[src/rtl/rf_pkg.sv]
// Shared types and defaults for the multi-port register file with busy scoreboard.
// Optional feature macro used by this codebase slice: RF_BYPASS_EN (write-first reads).
package rf_pkg;

    localparam int XLEN_DEF = 32;
    localparam int NREG_DEF = 32;
    localparam int NRD_MAX  = 4;

    typedef logic [$clog2(NREG_DEF)-1:0] reg_addr_t;
    typedef logic [XLEN_DEF-1:0]         xword_t;

endpackage : rf_pkg

[src/rtl/rf_scoreboard.sv]
// Per-register busy scoreboard: set when an instruction issues with that
// destination, cleared when its result is written back. Entry 0 is never busy.
module rf_scoreboard
    import rf_pkg::*;
#(
    parameter int NREG = NREG_DEF,
    localparam int AW  = $clog2(NREG)
) (
    input  logic            clk,
    input  logic            rst_n,
    input  logic            iss_valid,
    input  logic [AW-1:0]   iss_rd,
    input  logic            we,
    input  logic [AW-1:0]   wa,
    output logic [NREG-1:0] busy_q,
    output logic [NREG-1:0] busy_nxt,
    output logic            busy_any
);

    // Next-state busy vector; a new producer wins over a retiring one.
    always_comb begin
        // NOTE: every variable gets a default first, so no path can leave it unassigned and infer a latch.
        busy_nxt = busy_q;
        for (int r = 1; r < NREG; r++) begin
            if (iss_valid && (iss_rd == AW'(r))) begin
                busy_nxt[r] = 1'b1;
            end else if (we && (wa == AW'(r))) begin
                busy_nxt[r] = 1'b0;
            end
        end
        busy_nxt[0] = 1'b0;
    end

    // Busy state register; cleared asynchronously so pending producers are forgotten.
    always_ff @(posedge clk or negedge rst_n) begin
        if (!rst_n) begin
            // NOTE: state is updated with <= so every flop samples pre-edge values regardless of block order.
            busy_q <= '0;
        end else begin
            busy_q <= busy_nxt;
        end
    end

    // Any-busy summary straight from the state flops (not an extra register stage).
    assign busy_any = |busy_q;

endmodule : rf_scoreboard

[src/rtl/regfile_mp_sb.sv]
// Multi-read-port integer register file with one write port and a busy
// scoreboard. Entry 0 reads as zero and ignores writes. Read ports have a
// one-cycle registered output and hold their value while not enabled.
// Macro RF_BYPASS_EN: when defined, a same-cycle write (and scoreboard
// update) is forwarded to the read ports (write-first); otherwise reads see
// the pre-edge contents (read-first) and decode must stall on a collision.
module regfile_mp_sb
    import rf_pkg::*;
#(
    parameter int XLEN = XLEN_DEF,
    parameter int NREG = NREG_DEF,
    parameter int NRD  = 2,
    localparam int AW  = $clog2(NREG)
) (
    input  logic              clk,
    input  logic              rst_n,
    input  logic [NRD-1:0]    re,
    input  logic [NRD*AW-1:0] ra,
    output logic [NRD*XLEN-1:0] rd,
    output logic [NRD-1:0]    rd_busy,
    input  logic              we,
    input  logic [AW-1:0]     wa,
    input  logic [XLEN-1:0]   wd,
    input  logic              iss_valid,
    input  logic [AW-1:0]     iss_rd,
    output logic              busy_any
);

    logic [XLEN-1:0] mem_q [NREG];
    logic [NREG-1:0] busy_q;
    logic [NREG-1:0] busy_nxt;

    rf_scoreboard #(
        .NREG (NREG)
    ) u_scoreboard (
        .clk       (clk),
        .rst_n     (rst_n),
        .iss_valid (iss_valid),
        .iss_rd    (iss_rd),
        .we        (we),
        .wa        (wa),
        .busy_q    (busy_q),
        .busy_nxt  (busy_nxt),
        .busy_any  (busy_any)
    );

    // Storage array: writes to entry 0 are dropped so it stays zero.
    always_ff @(posedge clk or negedge rst_n) begin
        if (!rst_n) begin
            // NOTE: the array is reset on purpose -- architectural state must read as zero after reset.
            for (int r = 0; r < NREG; r++) begin
                mem_q[r] <= '0;
            end
        end else if (we && (wa != '0)) begin
            mem_q[wa] <= wd;
        end
    end

`ifndef RF_BYPASS_EN
    // Read-first build has no use for the forwarded busy state.
    logic busy_nxt_unused;
    assign busy_nxt_unused = ^busy_nxt;
`endif

    for (genvar i = 0; i < NRD; i++) begin : g_port
        logic [AW-1:0]   addr;
        logic [XLEN-1:0] val;
        logic            bval;
        logic [XLEN-1:0] rd_d;
        logic [XLEN-1:0] rd_q;
        logic            rd_busy_d;
        logic            rd_busy_q;

        assign addr = ra[i*AW +: AW];

`ifdef RF_BYPASS_EN
        // Write-first: forward this cycle's write data and next-state busy.
        assign val  = (addr == '0) ? '0 :
                      (we && (wa == addr)) ? wd : mem_q[addr];
        assign bval = busy_nxt[addr];
`else
        // Read-first: the port sees contents from before this edge.
        assign val  = (addr == '0) ? '0 : mem_q[addr];
        assign bval = busy_q[addr];
`endif

        // Port next-state: capture on enable, otherwise hold.
        always_comb begin
            rd_d      = rd_q;
            rd_busy_d = rd_busy_q;
            if (re[i]) begin
                rd_d      = val;
                rd_busy_d = bval;
            end
        end

        // Registered port outputs, cleared asynchronously.
        always_ff @(posedge clk or negedge rst_n) begin
            if (!rst_n) begin
                rd_q      <= '0;
                rd_busy_q <= 1'b0;
            end else begin
                rd_q      <= rd_d;
                rd_busy_q <= rd_busy_d;
            end
        end

        assign rd[i*XLEN +: XLEN] = rd_q;
        assign rd_busy[i]         = rd_busy_q;
    end

endmodule : regfile_mp_sb

[config.mk]
export PLATFORM = sky130hd
export DESIGN_NAME = regfile_mp_sb
export DESIGN_NICKNAME = d
export VERILOG_FILES = /design/src/rtl/rf_pkg.sv /design/src/rtl/rf_scoreboard.sv /design/src/rtl/regfile_mp_sb.sv
export SDC_FILE = /design/constraint.sdc
export NUM_CORES = 2
export LEC_CHECK = 0
export CAP_MARGIN = 20
export CELL_PAD_IN_SITES_DETAIL_PLACEMENT = 1
export CELL_PAD_IN_SITES_GLOBAL_PLACEMENT = 1
export CORE_AREA = 2 2 377 379
export CTS_CLUSTER_DIAMETER = 40
export DETAILED_ROUTE_END_ITERATION = 8
export DIE_AREA = 0 0 379 381
export GPL_ROUTABILITY_DRIVEN = 0
export HOLD_SLACK_MARGIN = 0.06
export PLACE_DENSITY_LB_ADDON = 0.3
export SYNTH_ARGS = -nofsm -noshare
export SYNTH_HDL_FRONTEND = slang
export SYNTH_SLANG_ARGS = --single-unit
[constraint.sdc]
create_clock -name clk -period 2.6 [get_ports clk]
set_input_delay 0.52 -clock clk [delete_from_list [all_inputs] [get_ports clk]]
set_output_delay 0.52 -clock clk [all_outputs]
set_load 0.03 [all_outputs]
# Word level (Yosys, flattened, before mapping)
# Cells that the tools add are included.
[op_classes] order_cmp=6 n_eq_ne=62 mux=77 bitwise_logic=3 reduce_logical=99
[op_table] op="bitwise mux 1024 bit" count=1
[op_table] op="binary-select mux 32 bit (select 5 bit)" count=2
[op_table] op="two-way mux 32 bit" count=7
[op_table] op="demux 32 bit (select 5 bit)" count=1
[op_table] op="equality test 5 bit (second input constant)" count=32
[op_table] op="equality test 5 x 4 -> 1 bit (second input constant)" count=16
[op_table] op="logical AND 1 bit" count=64
[op_table] op="two-way mux 1 bit" count=64
[op_table] op="nonzero test 2 bit" count=31
[op_table] op="equality test 5 x 3 -> 1 bit (second input constant)" count=8
[op_table] op="OR reduction 31 bit" count=1
[op_table] op="equality test 5 x 2 -> 1 bit (second input constant)" count=4
[op_table] op="greater-or-equal comparator 6 bit (second input constant)" count=3
[op_table] op="NOT 5 -> 6 bit" count=3
[op_table] op="< comparator 5 x 6 -> 1 bit (second input constant)" count=2
[op_table] op="binary-select mux 1 bit (select 5 bit)" count=2
[op_table] op="equality test 5 x 1 -> 1 bit (second input constant)" count=2
[op_table] op="zero test 5 bit" count=2
[op_table] op="< comparator 6 x 1 -> 1 bit (second input constant)" count=1
[op_table] op="nonzero test 5 bit" count=1
[totals] register_bits=1121 out_inout_bits=67 wordCells=314

# Longest topological paths before layout
[logic_depth] ltp_word=6 ltp_mapped=9 ltp_nobuf=5

# Modules after synthesis
# A second synthesis with hierarchy kept.
[hier_totals] hier_cells=4030 area_unflattened_um2=59111.7
[by_module_without_submodules] module="regfile_mp_sb" instances=1 cells_each=3892 area_each_um2=57732.9 seq_area_each_um2=27276.2
[by_module_without_submodules] module="rf_scoreboard" instances=1 cells_each=138 area_each_um2=1378.8 seq_area_each_um2=775.7

# Worst setup path after synthesis
# OpenSTA, ideal clock, no wires.
[synth_timing] kind="input -> register" start="in ra[5]" end="reg g_port[1].rd_q[3]" arrival_ns=2.103 t_required_ns=2.467 setup_slack_ns=0.364 cell_stages=7 n_path_buf=3 cell_sequence="buf_2 buf_2 buf_2 mux4_2 mux2_2 a21oi_1 o21ai_0"
[synth_via] elab_chain_cells=5 elab_cells_between_ends=6 classes_between="mux (4); bitwise (1); reduce/logical (1)"
[synth_lines] item="start, declared" line_no="regfile_mp_sb.sv:18" text="input logic [NRD*AW-1:0] ra,"
[synth_lines] item="NOT 5 -> 6 bit (implied by the code)" line_no="regfile_mp_sb.sv:83" text="assign val = (addr == '0) ? '0 : mem_q[addr];"
[synth_lines] item="binary-select mux 32 bit (select 5 bit)" line_no="regfile_mp_sb.sv:83"
[synth_lines] item="two-way mux 32 bit (implied by the code) (2 in a row)" line_no="regfile_mp_sb.sv:83"
[synth_lines] item="two-way mux 32 bit *" line_no="regfile_mp_sb.sv:83"
[synth_lines] item="end signal, assigned" line_no="regfile_mp_sb.sv:103" text="rd_q <= rd_d;"
[synth_lines] item="end, declared" line_no="regfile_mp_sb.sv:70" text="logic [XLEN-1:0] rd_q;"
# Every way passes the cells marked *; elsewhere a longest branch is shown, timed or not. The select of a mux whose other input is x is not followed.
# A chain may end at the register's enable or synchronous reset.

# Worst setup path in the final report
[layout_timing] start="reg u_scoreboard.busy_q[22]" end="out busy_any"
[layout_via] elab_chain_cells=1
[layout_lines] item="start, declared" line_no="rf_scoreboard.sv:15" text="output logic [NREG-1:0] busy_q,"
[layout_lines] item="start signal, assigned" line_no="rf_scoreboard.sv:40" text="busy_q <= busy_nxt;"
[layout_lines] item="OR reduction 31 bit" line_no="rf_scoreboard.sv:45" text="assign busy_any = |busy_q;"
[layout_lines] item="end, declared" line_no="regfile_mp_sb.sv:26" text="output logic busy_any"
# Every way passes these cells.

==> out/metrics.cfg <==
[yosys]
synthFlopType=dfrtp_1
synth_top_cells_by_area=dfrtp_1 (48%), mux2_2 (20%), mux4_2 (18%)
avgSynthCellArea_sq_um=14.8
synth_commonest_cells=dfrtp_1 (1121), mux2_2 (1035), mux4_2 (466)
synth-edff-count=0
synth_area_sq_mm=0.0585
netlist_instances=3940
synth_seq_area_share_pct=48.0
synth_top_cell_by_area=dfrtp_1
yosys.cell_types.count=49
synth_most_common_cell=dfrtp_1
syn-num-nets=3998
ys_warn_count=0
async_flop_share_pct=100
ys_seq_elements=1121
yosysTopAreaCellShare_pct=48.0

[drt]
vias=39000
vias_per_cell=6.26
wirelength_microns=199000
ant_nets=0
wl_per_cell_microns=31.9
drcViolationCount=0
drtIter0Drc=3099
drt_pre_antenna_iters=5

[worst_setup_path]
start_kind=flop
required_ps=2080
path_class=flop to primary output
arrival_ps=2390
crit_chain=or4_4, nor4_4, nand4_1, buf_6
cp_num_buf_inv=1
critical-path-top-delay-family=simple AND/OR/NAND/NOR gates
cpPeakStageDelay_ps=550
endpoint_kind=primary output
critPathMaxFanout=2
critPathSlowestCell=or4_4

[floorplan]
core_region_area_sq_mm=0.141
die_h_microns=381
rows=138
fp.dieW_microns=379
ios=125
initial_core_util_pct=41.6
dieArea_sq_mm=0.144

[sta]
final.min_clock_period_ps=2910
worstMarginPinSlew_ps=952
finalHoldViolCount=0
rsz0062_at_grt=yes
final-setup-viol-count=1
drv_slew=0
maxSlewHeadroom_pct=36.4
period_share_pct=112
finClkSkew_ps=34.0
max_freq_mhz=344
setup_ws_ps=-311

[placed_design]
port_buffers=124
pre_cts_ws_ps=-151
dp_hpwl_microns=129000

[cts]
cts_tree=built
clock-sinks=1121
numCtsBuffers=178
clock_latency_ps=830
cts-htree-levels=4
cts.clk_slew.worst_paths_ps=60
clockBufferDepth=3
cts-root-buf=clkbuf_16

[cells_and_area]
syn2layout_area_growth_pct=22.8
drive_above_1_share_pct=52.1
fin_nets=4245

[power]
p_leak_nw=31.3
p_total_mw=60.8
vdd_drop_max_mv=0.621
p_per_area_mw_per_mm2=847

[grt]
antenna_found_initial=4
grt_pass1_vias=42300
track_usage_pct=27.9
grt_pass1_wl_microns=297000
grt_max_degree=102
grt-ovfl-total=0

[outcome]
violations=negative setup slack
status=complete, but fails checks

[hold_path]
hp-class=input port to flop

[flow_run]
maxCapViolations=0

repair_timing:
| action | in CTS | in global routing |
|---|---|---|
| endpoints found under the hold margin | 116 | 0 |
| hold buffers | 1 | 0 |
| setup buffers | 2 | 2 |
| endpoints found under the setup margin | 6 | 1 |
| resized for setup | 10 | 0 |
| pin swaps | 1 | 2 |
path summary, 6_finish.rpt:
path / depth (start not counted) / slack, ps / startpoint / endpoint
max: 4 / -310 / u_scoreboard.busy_q[22] / busy_any
max reg2reg: 6 / 610 / u_scoreboard.busy_q[20] / g_port[1].rd_busy_q
min: 3 / 190 / ra[8] / g_port[1].rd_q[0]
max in group asynchronous: 3 / 1350 / rst_n / mem_q[782]
min reg2reg: 0 / 390 / mem_q[1013] / mem_q[1013]
min in group asynchronous: 2 / 240 / rst_n / mem_q[830]
layout by cell type, fill, tap and decap left out, drive strengths merged, types with 7 or more instances in the layout:
cell type      count
nor4              11
o21ai             71
a21oi            125
buf              394
and3              32
o22ai             40
clkbuf           215
nor3              10
nand2b             8
dfrtp           1121
nor2b             15
inv               56
a221oi            28
mux2            1065
nand2             33
clkinvlp          18
mux4             466
clkdlybuf4s50    108
clkinv            33
mux2i            224
bufinv            25
nor2              62
a22oi             89
a22o              36
nand3              7
through the flow:
step                      TNS, ps  hold WS [ps]  util [%]  cells  instance area (sq um)
after floorplan                 0           224         -   3940                  58500
after global placement      -5970           377      46.5   5892                  65300
after detailed placement   -12430           383      46.5   5892                  65300
after CTS                    -351           140      51.1   6226                  71800
after global routing         -353           185      51.1   6228                  71800
final                        -311           189      51.1   6229                  71800
cell type report:
type / count / area, sq um
tap: 1890 / 2360
antenna: 1 / 2.50
timing repair buffer: 508 / 6280
fill: 13200 / 68700
sequential: 1121 / 28100
multi-input combinational: 2362 / 28600
inverter: 16 / 60.1
clock inverter: 116 / 1610
clock buffer: 215 / 4840
layer usage:
layer | track usage (%) | vias up | share of wire (%)
li1 | - | 15700 | -
met1 | 38.3 | 21500 | 42
met2 | 44.4 | 1338 | 48
met3 | 5.10 | 426 | 6.1
met4 | 10.2 | 6 | 3.6
met5 | 0 | - | 0.022
worst reg2reg max path: cells and delay by family (launching register included):
kind / cells / cell delay (ps)
AO/OA/AOI/OAI: 3 / 700
buffers and inverters: 2 / 280
multiplexers: 1 / 490
flip-flops: 1 / 400
cell families after synthesis:
kind of cell	after synthesis	synth area share, %
muxes	1755	42.3
DFF	1121	48.0
buffers and inverters	457	3.56
AOI/OAI and AO/OA	410	4.51
and+or+nand+nor	197	1.70
report_power, final:
group	total (mW)	switching (mW)	internal, mW	leakage (nW)
combinational	11.5	4.79	6.70	13.8
clock	25.7	9.62	16.0	3.12
sequential	23.7	2.82	20.8	14.4
total	60.8	17.2	43.6	31.3
registers in the layout (all words and copies together) (netlist names):
name and cells:
mem_q 1024, g_port.rd_q 64, g_port.rd_busy_q 2, u_scoreboard.busy_q 31
Power figures use the tool's default switching activity.
